===== src/rtl/wb_arb_pkg.sv =====
// Shared types for the two-master Wishbone arbiter.
//   arb_state_t : arbiter FSM state encoding
//   OWNER_M0/M1 : encoding of the last_owner round-robin pointer
package wb_arb_pkg;
  typedef enum logic [1:0] {IDLE, OWN0, OWN1, RELEASE} arb_state_t;

  localparam logic OWNER_M0 = 1'b0;
  localparam logic OWNER_M1 = 1'b1;
endpackage


===== src/rtl/wb_watchdog.sv =====
// Bus watchdog: counts wait cycles of a strobed access and flags an expiry
// when no ack/err arrives within TIMEOUT_CYCLES.
//   clk, rst     : clock, asynchronous active-high reset
//   active       : an access is strobed this cycle (pre-timeout-gating)
//   done         : slave answered this cycle (ack or err)
//   adr          : address of the access being watched
//   expire       : combinational, high on the cycle the access times out
//   timeout      : sticky flag, cleared only by reset
//   timeout_adr  : address of the most recent expired access
module wb_watchdog #(
  parameter int AW             = 32,
  parameter int TIMEOUT_CYCLES = 255,
  parameter int CNT_W          = $clog2(TIMEOUT_CYCLES + 1)
) (
  input  logic          clk,
  input  logic          rst,
  input  logic          active,
  input  logic          done,
  input  logic [AW-1:0] adr,
  output logic          expire,
  output logic          timeout,
  output logic [AW-1:0] timeout_adr
);
  localparam logic [CNT_W-1:0] LAST = CNT_W'(TIMEOUT_CYCLES - 1);

  logic [CNT_W-1:0] cnt;

  // A slave answer on the final cycle wins over the timeout.
  assign expire = active & ~done & (cnt == LAST);

  always_ff @(posedge clk or posedge rst) begin
    if (rst) begin
      cnt         <= '0;
      timeout     <= 1'b0;
      timeout_adr <= '0;
    end else begin
      if (!active || done || expire) cnt <= '0;
      else                           cnt <= cnt + 1'b1;
      if (expire) begin
        timeout     <= 1'b1;
        timeout_adr <= adr;
      end
    end
  end
endmodule


===== src/rtl/wb_master_arbiter.sv =====
// Two-master Wishbone B4 classic round-robin arbiter with bus watchdog.
//   wb_clk_i, wb_rst_i        : clock, asynchronous active-high reset
//   m0_*/m1_* inputs          : master request ports (adr/dat/sel/we/cyc/stb)
//   m0_*/m1_* outputs         : read data (broadcast), ack/err (owner only)
//   s_*_o / s_*_i             : single master port toward the interconnect
//   grant_o                   : one-hot current owner, 00 when idle
//   timeout_o, timeout_adr_o  : sticky timeout flag and last timed-out address
module wb_master_arbiter
  import wb_arb_pkg::*;
#(
  parameter int AW             = 32,
  parameter int DW             = 32,
  parameter int TIMEOUT_CYCLES = 255
) (
  input  logic            wb_clk_i,
  input  logic            wb_rst_i,
  input  logic [AW-1:0]   m0_adr_i,
  input  logic [DW-1:0]   m0_dat_i,
  input  logic [DW/8-1:0] m0_sel_i,
  input  logic            m0_we_i,
  input  logic            m0_cyc_i,
  input  logic            m0_stb_i,
  output logic [DW-1:0]   m0_dat_o,
  output logic            m0_ack_o,
  output logic            m0_err_o,
  input  logic [AW-1:0]   m1_adr_i,
  input  logic [DW-1:0]   m1_dat_i,
  input  logic [DW/8-1:0] m1_sel_i,
  input  logic            m1_we_i,
  input  logic            m1_cyc_i,
  input  logic            m1_stb_i,
  output logic [DW-1:0]   m1_dat_o,
  output logic            m1_ack_o,
  output logic            m1_err_o,
  output logic [AW-1:0]   s_adr_o,
  output logic [DW-1:0]   s_dat_o,
  output logic [DW/8-1:0] s_sel_o,
  output logic            s_we_o,
  output logic            s_cyc_o,
  output logic            s_stb_o,
  input  logic [DW-1:0]   s_dat_i,
  input  logic            s_ack_i,
  input  logic            s_err_i,
  output logic [1:0]      grant_o,
  output logic            timeout_o,
  output logic [AW-1:0]   timeout_adr_o
);
  localparam int CNT_W = $clog2(TIMEOUT_CYCLES + 1);

  arb_state_t state, state_nxt;
  logic       last_owner;
  logic       req0, req1;
  logic       wd_active, wd_expire;
  logic [AW-1:0] wd_adr;

  assign req0 = m0_cyc_i & m0_stb_i;
  assign req1 = m1_cyc_i & m1_stb_i;

  // Read data is broadcast; only the owner sees ack, so the other ignores it.
  assign m0_dat_o = s_dat_i;
  assign m1_dat_o = s_dat_i;

  // Watchdog sees the raw owner strobe, not the timeout-gated s_stb_o, so
  // there is no combinational loop through the expire gating.
  assign wd_active = ((state == OWN0) & req0) | ((state == OWN1) & req1);
  assign wd_adr    = (state == OWN1) ? m1_adr_i : m0_adr_i;

  wb_watchdog #(
    .AW             (AW),
    .TIMEOUT_CYCLES (TIMEOUT_CYCLES),
    .CNT_W          (CNT_W)
  ) u_watchdog (
    .clk         (wb_clk_i),
    .rst         (wb_rst_i),
    .active      (wd_active),
    .done        (s_ack_i | s_err_i),
    .adr         (wd_adr),
    .expire      (wd_expire),
    .timeout     (timeout_o),
    .timeout_adr (timeout_adr_o)
  );

  // State register; last_owner updates when the owner releases the bus.
  always_ff @(posedge wb_clk_i or posedge wb_rst_i) begin
    if (wb_rst_i) begin
      state      <= IDLE;
      last_owner <= OWNER_M1;
    end else begin
      state <= state_nxt;
      if (state == OWN0 && !m0_cyc_i) last_owner <= OWNER_M0;
      if (state == OWN1 && !m1_cyc_i) last_owner <= OWNER_M1;
    end
  end

  // Next-state logic.
  always_comb begin
    state_nxt = state;
    case (state)
      IDLE: begin
        if (req0 && req1) state_nxt = (last_owner == OWNER_M1) ? OWN0 : OWN1;
        else if (req0)    state_nxt = OWN0;
        else if (req1)    state_nxt = OWN1;
      end
      OWN0:    if (!m0_cyc_i) state_nxt = RELEASE;
      OWN1:    if (!m1_cyc_i) state_nxt = RELEASE;
      RELEASE: state_nxt = IDLE;
      default: state_nxt = IDLE;
    endcase
  end

  // Output muxes. ack/err are qualified by the owner's cyc so a late answer
  // to an aborted access never reaches the master. On expiry cyc/stb are
  // forced low so the slave sees the access terminated.
  always_comb begin
    s_adr_o  = '0;
    s_dat_o  = '0;
    s_sel_o  = '0;
    s_we_o   = 1'b0;
    s_cyc_o  = 1'b0;
    s_stb_o  = 1'b0;
    m0_ack_o = 1'b0;
    m0_err_o = 1'b0;
    m1_ack_o = 1'b0;
    m1_err_o = 1'b0;
    grant_o  = 2'b00;
    case (state)
      OWN0: begin
        grant_o  = 2'b01;
        s_adr_o  = m0_adr_i;
        s_dat_o  = m0_dat_i;
        s_sel_o  = m0_sel_i;
        s_we_o   = m0_we_i;
        s_cyc_o  = m0_cyc_i & ~wd_expire;
        s_stb_o  = req0 & ~wd_expire;
        m0_ack_o = m0_cyc_i & s_ack_i;
        m0_err_o = m0_cyc_i & (s_err_i | wd_expire);
      end
      OWN1: begin
        grant_o  = 2'b10;
        s_adr_o  = m1_adr_i;
        s_dat_o  = m1_dat_i;
        s_sel_o  = m1_sel_i;
        s_we_o   = m1_we_i;
        s_cyc_o  = m1_cyc_i & ~wd_expire;
        s_stb_o  = req1 & ~wd_expire;
        m1_ack_o = m1_cyc_i & s_ack_i;
        m1_err_o = m1_cyc_i & (s_err_i | wd_expire);
      end
      default: ;
    endcase
  end
endmodule


===== config.mk =====
export PLATFORM = sky130hd
export DESIGN_NAME = wb_master_arbiter
export DESIGN_NICKNAME = d
export VERILOG_FILES = /design/src/rtl/wb_arb_pkg.sv /design/src/rtl/wb_watchdog.sv /design/src/rtl/wb_master_arbiter.sv
export SDC_FILE = /design/constraint.sdc
export NUM_CORES = 1
export LEC_CHECK = 0
export CAP_MARGIN = 15
export CORE_AREA = 2 2 136 138
export CTS_CLUSTER_SIZE = 25
export DETAILED_ROUTE_END_ITERATION = 10
export DIE_AREA = 0 0 138 140
export PLACE_DENSITY = 0.57
export SLEW_MARGIN = 20
export SYNTH_ARGS = -nofsm -noshare
export SYNTH_HDL_FRONTEND = slang
export SYNTH_HIERARCHICAL = 1
export SYNTH_SLANG_ARGS = --single-unit

===== constraint.sdc =====
create_clock -name wb_clk_i -period 1.98 [get_ports wb_clk_i]
set_input_delay 0.198 -clock wb_clk_i [delete_from_list [all_inputs] [get_ports wb_clk_i]]
set_output_delay 0.198 -clock wb_clk_i [all_outputs]
set_load 0.02 [all_outputs]

==> impl_metrics.yaml <==
global_routing:
  grt_max_degree: 29
  grt_use_met3_pct: 4.75
  grt_pass1_wl_um: 23600
  antenna_found_initial: 0
  gr-max-usage-layer: "met2"
  grtUsageTotal_pct: 15.3
  use_met1_pct: 17.4
  grtUsageMet2_pct: 28.6
  grt_pass1_vias: 4056
  gr-total-overflow: 0
clock_network:
  cts_buffer_depth: 2
  clock_latency_ns: 0.29
  htreeDepth: 2
  cts.sinks: 44
  clk_pin_slew_ns: 0.06
  postCtsHoldBufs: 0
  cts_tree: "built"
  cts_buffers: 5
  root_buffer: "clkbuf_16"
placement:
  place_area_um2: 6390
  port_buffers: 255
  gp_congestion: 0.761
  post-dp-hpwl_um: 12000
final_layout:
  diodes: 0
  fin_util_pct: 40.0
  final_nets: 898
  area_delta_synth_final_pct: 94.4
  drive_above_1_share_pct: 35.5
  final_area_um2: 7110
synthesis:
  synth_area_um2: 3660
  ys_seq_area_share_pct: 30.2
  synth_edf_count: 0
  synth_nets: 658
  syn_avg_cell_area_um2: 7.70
  synth-seq-cells: 44
  netlist-cell-type-count: 41
  synth_cells: 475
  ys_async_sr_fraction_pct: 100
  yosys_warnings: 6
  synth_flop_cell: "dfrtp_1"
worst_setup_path:
  critPathArrivalTime_ns: 1.86
  required_ns: 1.78
  endpoint_kind: "primary output"
  path_class: "register to primary output"
  crit_fanout: 15
  startpoint_type: "register"
route:
  drcViolationCount: 0
  wl_per_cell_um: 17.2
  drtAntennaViolNets: 0
  drt_pass1_iterations: 4
  via_per_inst: 4.40
  vias: 4156
  drt_iter0_markers: 105
  wl_um: 16200
sta:
  skew_ns: 0.00688
  max_clock_freq_ghz: 0.487
  timing.final.ws_setup_ns: -0.0754
  hold_viol: 0
  slew_headroom_pct: 69.2
  worst_pin_slew_ns: 0.462
  holdWs_ns: 0.141
  period_share_pct: 104
  finalMaxSlewViolations: 0
  setup_viol: 22
  fin_crit_ns: 2.06
  rsz0062_at_grt: "yes"
pwr:
  p_leak_nw: 3.15
  vdd_ir_drop_max_mv: 0.793
  power_density_nw_per_um2: 1310
min_path:
  holdCritPathClass: "primary input to asynchronous set/reset pin"
die:
  core_area_um2: 17800
  initial_core_util_pct: 20.6
  die_w_um: 138
  die_area_um2: 19300
  num_rows: 49
  die_y_um: 140
  ios: 352
outcome:
  status: "complete, but fails checks"
  violations: "setup timing"
run:
  maxCapViolCount: 0
[cell families (layout without fill, tap and decap cells)]
kind of cell / count (synthesis) / count (layout) / synth area share, %
adders and majority gates: 5 / 5 / 1.71
DFF: 44 / 44 / 30.2
AOI/OAI and AO/OA: 121 / 121 / 20.1
and+or+nand+nor: 134 / 134 / 15.5
buffers and inverters: 135 / 376 / 21.6
xor gates and xnor gates: 2 / 2 / 0.479
muxes: 34 / 34 / 10.4
[layout make-up]
class | instances | area, µm²
repair buffers | 327 | 3220
clock inverters | 3 | 42.5
well taps | 229 | 287
flip-flops and latches | 44 | 1100
multi-input cells | 296 | 2170
inverters | 41 | 159
fillers | 1814 | 10700
clock buffers | 5 | 125
[cell usage in the layout, fill, tap and decap left out, types with 4 or more instances in the layout]
cell | synthesis | routed
a21oi_1 | 38 | 28
a21oi_2 | 0 | 10
a22oi_1 | 37 | 5
a22oi_2 | 0 | 32
buf_12 | 0 | 11
buf_2 | 7 | 23
buf_4 | 65 | 89
buf_6 | 4 | 11
clkbuf_16 | 0 | 11
clkdlybuf4s50_1 | 0 | 178
dfrtp_1 | 43 | 43
inv_1 | 39 | 36
inv_2 | 2 | 4
mux2_1 | 6 | 4
mux2_2 | 27 | 5
mux2_4 | 0 | 24
nand2_1 | 71 | 66
nor2_1 | 44 | 40
o21ai_1 | 33 | 33
[timing repair]
item                                    CTS  global route
endpoints found under the setup margin  100           107
pin swaps                                 3            12
gates cloned                              3             7
gates resized for setup                 292           118
setup buffers                             4             9
[sequential cells by signal (all words and copies together) (netlist names)]
signal	cells
last_owner	1
state	2
u_watchdog/cnt	8
u_watchdog/timeout	1
u_watchdog/timeout_adr	32
[layer usage]
metal / wire (µm) / vias to the layer above
met1: 6390 / 1926
met3: 1150 / 13
li1: - / 2003
met5: 0 / -
met4: 169 / 0
met2: 8520 / 214
[where the power goes]
group	internal (mW)	switching, mW
combinational	3.43	3.90
sequential	0.951	0.0319
clock	0.593	0.362
[cells in the mapped netlist (all sizes together), types with 2 or more instances]
library cell,count,area share (%)
a21oi,38,5.2
a22oi,37,7.6
a31oi,2,0.75
and3,2,0.34
buf,76,16
clkbuf,18,1.8
dfrtp,43,29
ha,5,1.7
inv,41,4.2
mux2,33,10
nand2,71,7.3
nand3,5,0.82
nand4,2,0.51
nor2,44,4.5
nor3,3,0.72
o21ai,36,4.9
o21bai,2,0.41
o22ai,2,0.34
or2,2,0.34
[worst max-delay path: stages (launching register included)]
cell,delay (ns)
dfrtp_1,0.42
inv_2,0.12
ha_4,0.18
buf_6,0.17
bufbuf_16,0.30
nand2_1,0.07
a21oi_1,0.14
buf_4,0.17
[final timing paths]
| check | startpoint | to | slack (ns) | cells after the start |
|---|---|---|---|---|
| setup / recovery | state[0] | s_adr_o[1] | -0.08 | 7 |
| hold / removal | wb_rst_i | state[1] | 0.14 | 2 |
| setup reg to reg | state[0] | u_watchdog/timeout_adr[8] | 0.04 | 9 |
| hold reg to reg | u_watchdog/timeout | u_watchdog/timeout | 0.47 | 1 |
| max in group asynchronous | wb_rst_i | u_watchdog/cnt[4] | 1.21 | 3 |
| min in group wb_clk_i | s_dat_i[12] | m1_dat_o[12] | 0.40 | 0 |
[through the flow]
step	std cells	worst slack [ns]	total power, mW	setup TNS, ns
2_1_floorplan	475	-0.138	4.30	-3.73
3_3_place_gp	914	-0.314	7.18	-10.49
3_5_place_dp	914	-0.313	7.14	-11.37
4_1_cts	929	-0.135	8.33	-2.16
5_1_grt	945	-0.188	9.84	-6.50
6_report	945	-0.0754	9.27	-0.666
No activity file was read; power rests on OpenSTA's default activity.
